File: src/rtl/fifo_ptr_ctrl.sv
// Pointer and flag controller for the 9-bit link FIFO storage array.
// The array writes every cycle, so one slot is always kept free.
module fifo_ptr_ctrl #(
  parameter int AWIDTH   = 6,
  parameter int AF_LEVEL = 56
) (
  input  logic              clock,
  input  logic              reset,
  input  logic              wr_en,
  input  logic              rd_en,
  input  logic              clr_err,
  output logic [AWIDTH-1:0] wr_ptr,
  output logic [AWIDTH-1:0] rd_ptr,
  output logic [AWIDTH-1:0] count,
  output logic              empty,
  output logic              full,
  output logic              almost_full,
  output logic              rd_valid,
  output logic              overflow,
  output logic              underflow
);

  localparam logic [AWIDTH-1:0] FULL_LVL = '1;
  localparam logic [AWIDTH-1:0] AF_LVL   =
    AWIDTH'(AF_LEVEL);

  logic              push;
  logic              pop;
  logic [AWIDTH-1:0] cnt_nxt;

  // accept only against the registered flags
  assign push = wr_en & ~full;
  assign pop  = rd_en & ~empty;

  // next occupancy; simultaneous push and pop cancel
  always_comb begin
    cnt_nxt = count;
    unique case ({push, pop})
      2'b10:   cnt_nxt = count + 1'b1;
      2'b01:   cnt_nxt = count - 1'b1;
      default: cnt_nxt = count;
    endcase
  end

  // pointers advance only on accepted operations
  always_ff @(posedge clock or negedge reset) begin
    if (!reset) begin
      wr_ptr <= '0;
      rd_ptr <= '0;
    end else begin
      if (push) wr_ptr <= wr_ptr + 1'b1;
      if (pop)  rd_ptr <= rd_ptr + 1'b1;
    end
  end

  // count and level flags, all from the next count
  always_ff @(posedge clock or negedge reset) begin
    if (!reset) begin
      count       <= '0;
      empty       <= 1'b1;
      full        <= 1'b0;
      almost_full <= 1'b0;
    end else begin
      count       <= cnt_nxt;
      empty       <= (cnt_nxt == '0);
      full        <= (cnt_nxt == FULL_LVL);
      almost_full <= (cnt_nxt >= AF_LVL);
    end
  end

  // read data from the array lands one cycle after a pop
  always_ff @(posedge clock or negedge reset) begin
    if (!reset) rd_valid <= 1'b0;
    else        rd_valid <= pop;
  end

  // sticky errors; a new error beats a clear
  always_ff @(posedge clock or negedge reset) begin
    if (!reset) begin
      overflow  <= 1'b0;
      underflow <= 1'b0;
    end else begin
      if (wr_en & full)       overflow <= 1'b1;
      else if (clr_err)       overflow <= 1'b0;
      if (rd_en & empty)      underflow <= 1'b1;
      else if (clr_err)       underflow <= 1'b0;
    end
  end

endmodule

File: config.mk
export PLATFORM = sky130hd
export DESIGN_NAME = fifo_ptr_ctrl
export DESIGN_NICKNAME = d
export VERILOG_FILES = /design/src/rtl/fifo_ptr_ctrl.sv
export SDC_FILE = /design/constraint.sdc
export NUM_CORES = 1
export LEC_CHECK = 0
export CAP_MARGIN = 20
export CORE_ASPECT_RATIO = 0.5
export CORE_UTILIZATION = 49
export CTS_CLUSTER_DIAMETER = 100
export DETAILED_ROUTE_END_ITERATION = 10
export PLACE_DENSITY = 0.89
export SLEW_MARGIN = 20
export SYNTH_ARGS = -nofsm -noshare
export SYNTH_HDL_FRONTEND = slang
export SYNTH_SLANG_ARGS = --single-unit
File: constraint.sdc
create_clock -name clock -period 3.92 [get_ports clock]
set_clock_uncertainty 0.15 [all_clocks]
set_input_delay 0.588 -clock clock [delete_from_list [all_inputs] [get_ports clock]]
set_output_delay 0.588 -clock clock [all_outputs]
set_load 0.02 [all_outputs]
==> impl_summary.md <==
Global routing
The wire length of the first global-routing pass is 4170 um. The number of global-route vias before repair came to 899. For this run, the total global-route usage over all layers was measured as 0.204. After global routing the overflow that remains totals 0.

The initial antenna violation count is 0. The pin count of the biggest net entering global routing is 25.

Route
The final wirelength is 2460 um. The routed via count is between 900 and 1000. In this run the remaining antenna-violating nets after routing total 0. In the routed design, unresolved DRC markers number 0.

The count of TritonRoute iterations in the first routing pass is 5. The routed length per instance is 13.4 um. The number of DRC markers in iteration 0 is 79. The number of vias per cell is 5.28.

Clock tree
In this run, CTS created clock tree buffers numbering 3. Clock-pin slew was measured on the worst setup and hold paths at 80 ps. The number of levels the H-tree was split into is 1.

The clock tree from TritonCTS is yes. The post-cts gate resize count is 0. The number of buffers on the longest clock path is 2.

The root buffer cell chosen for the clock tree is sky130_fd_sc_hd__clkbuf_8. The clock sink count is 24. The total of hold buffers inserted after clock tree synthesis is 0. After clock tree synthesis, the setup repair step added 0 buffers. The clock network latency to the later pin of the worst-skew pair is 260 ps.

Yosys
The share of the Yosys chip area taken by registers is 0.457. Ranked by total cell area, the synthesized netlist is headed by sky130_fd_sc_hd__dfrtp_1 (44%), sky130_fd_sc_hd__xnor2_1 (6.0%), sky130_fd_sc_hd__ha_1 (4.8%). The net count after synthesis is 132. The async set-or-reset flop fraction in the synthesized netlist is 1.00.

The total of flip-flops plus latches after synthesis is 24. The cell area after synthesis is between 0.001 and 0.0015 mm2. Counting flops with a built-in enable in the synthesized netlist gives 0. The top-area cell type share of the netlist area is 0.437. Yosys mapped the design onto 43 distinct sky130hd cell types. The Yosys warning count is 0. The average cell area after synthesis is 10.8 um2. The most used flip-flop cell after synthesis is sky130_fd_sc_hd__dfrtp_1. The instance count of the mapped netlist is 122. The cell taking the most area after synthesis is sky130_fd_sc_hd__dfrtp_1.

STA
The highest clock frequency the design can meet is approximately 0.30 GHz. The hold violation total from the final report was 0. On the final layout, the worst hold slack is 133 ps. The clock period could shrink to 3280 ps. The slew at the pin closest to its max-slew limit is 518 ps. In this run the tightest slew margin relative to its limit is 0.651. Setup violations remaining at the end of the flow were counted as 0. Setup repair after global routing left no endpoint under its margin.

The number of max-slew violations in the final report is 0. The setup TNS is 0 ps. The share of the clock period used by the worst path after layout is 0.837.

Floorplan
Measured along the y axis, the die boundary spans 38.7 um. The floorplan core area is 0.00237 mm2. The standard-cell row count is 12. The initial cell density of the core is 0.555. From left edge to right edge, the die measures 75.3 um. 29 I/O pins were placed. The die area is between 0.002 and 0.003 mm2.

Worst setup path
The arrival time at the worst endpoint is around 3300 ps. The maximum fanout along the worst path is 4. The critical path endpoint category is a flip-flop. The worst reg2reg path endpoint is empty$_DFF_PN1_.

The launch point of the worst reg-to-reg path is full$_DFF_PN0_. The type of the worst setup path is input port to flip-flop. The launch point of the worst path is wr_en. The slack of the worst reg-to-reg path is 1040 ps.

STA classifies the critical path startpoint as an input port. STA puts the critical path data required time at ~3900 ps. The number of cells on the worst reg-to-reg path is 10.

Layout
The final layout net count is 160. The diode insertion count for antenna repair is 0. Measured on the finished design, the core utilization comes to 0.696.

In the layout the commonest cells are sky130_fd_sc_hd__clkdlybuf4s50_1 (27), sky130_fd_sc_hd__dfrtp_1 (23), sky130_fd_sc_hd__xnor2_1 (9), sky130_fd_sc_hd__nand2_1 (8). The layout overhead on the synthesized area is 25.4%. Of the cells placed in the final design, the portion with a size suffix greater than 1 is 0.128.

The commonest non-fill, non-tap cell in the layout is sky130_fd_sc_hd__clkdlybuf4s50_1.

Hold path
The path type of the worst min-delay path is input port to async pin.

Power
The leakage power figure is 0.683 nW. In this run the power density over the cells is 832 mW/mm2. The worst supply voltage drop on vdd is 0.307 mV.

Placed design
The final weighted congestion of routability-driven global placement is 0.840. The HPWL after detailed placement is 1840 um. The count of input and output buffers is 28.

Status
The run finished with clean final reports.

Flow run
The number of max-capacitance violations reported is 0.
[cell usage after synthesis (all sizes together) (4+ instances only)]
library cell / count
xor2: 6
nand2: 8
inv: 6
ha: 5
xnor2: 9
nor2: 6
nand2b: 4
nand4: 4
dfrtp: 23
buf: 5
o21ai: 4
[sequential cells by signal, indices dropped and copies added (netlist names)]
name / cells
rd_ptr: 6
full: 1
underflow: 1
overflow: 1
almost_full: 1
empty: 1
count: 6
wr_ptr: 6
rd_valid: 1
[metrics by stage]
stage	setup WS [ps]	std cells	power (W)	area [um2]
floorplan	721	122	0.000940	1320
global placement	440	180	0.00119	1600
finish	639	184	0.00137	1650
CTS	656	184	0.00138	1660
global route	433	184	0.00147	1650
detailed placement	393	180	0.00121	1600
[logic make-up (layout without fill, tap and decap cells)]
kind of cell / count (synthesis) / in the layout / share of synthesized area
AO/OA/AOI/OAI: 19 / 19 / 0.110
XOR/XNOR: 15 / 15 / 0.106
multiplexers: 2 / 2 / 0.0171
adder cells (fa/ha/maj): 5 / 5 / 0.0475
AND/OR/NAND/NOR: 43 / 43 / 0.198
flip-flops: 24 / 24 / 0.457
buffers and inverters: 14 / 41 / 0.0646
[per-layer routing]
layer	global-route usage	routed length, um	up-vias
met1	0.242	1080	465
met5	0	0	-
met2	0.362	1200	23
met3	0.0573	120	4
li1	-	-	479
met4	0.0741	57	0
[layout make-up]
cell class                 count  area [um2]
sequential                    24         602
multi-input combinational     84         629
clock buffer                   4        55.1
inverter                       6        22.5
fill                         184         722
tap                           35        43.8
timing repair buffer          31         298
[where the power goes]
part | internal, W | total, W | leakage, nW | switching, W
Clock | 0.0000896 | 0.000164 | 0.0288 | 0.0000744
Sequential | 0.000355 | 0.000501 | 0.295 | 0.000146
Combinational | 0.000360 | 0.000709 | 0.360 | 0.000349
Total | 0.000805 | 0.00137 | 0.683 | 0.000569
[worst max path at each step]
stage / to / cells past startpoint
CTS: empty$_DFF_PN1_ / 11
global route: empty$_DFF_PN1_ / 11
finish: empty$_DFF_PN1_ / 11
detailed placement: empty$_DFF_PN1_ / 11
floorplan: empty$_DFF_PN1_ / 12
global placement: empty$_DFF_PN1_ / 11
[critical path, cell delays in order]
cell	delay, ps
sky130_fd_sc_hd__clkdlybuf4s50_1	470
sky130_fd_sc_hd__nor2b_1	170
sky130_fd_sc_hd__inv_1	80
sky130_fd_sc_hd__ha_1	230
sky130_fd_sc_hd__xor2_1	170
sky130_fd_sc_hd__ha_1	220
sky130_fd_sc_hd__nor3b_2	160
sky130_fd_sc_hd__o32ai_2	320
sky130_fd_sc_hd__xor2_2	130
sky130_fd_sc_hd__or4_1	530
sky130_fd_sc_hd__a211oi_1	240
Power figures use the tool's default switching activity.
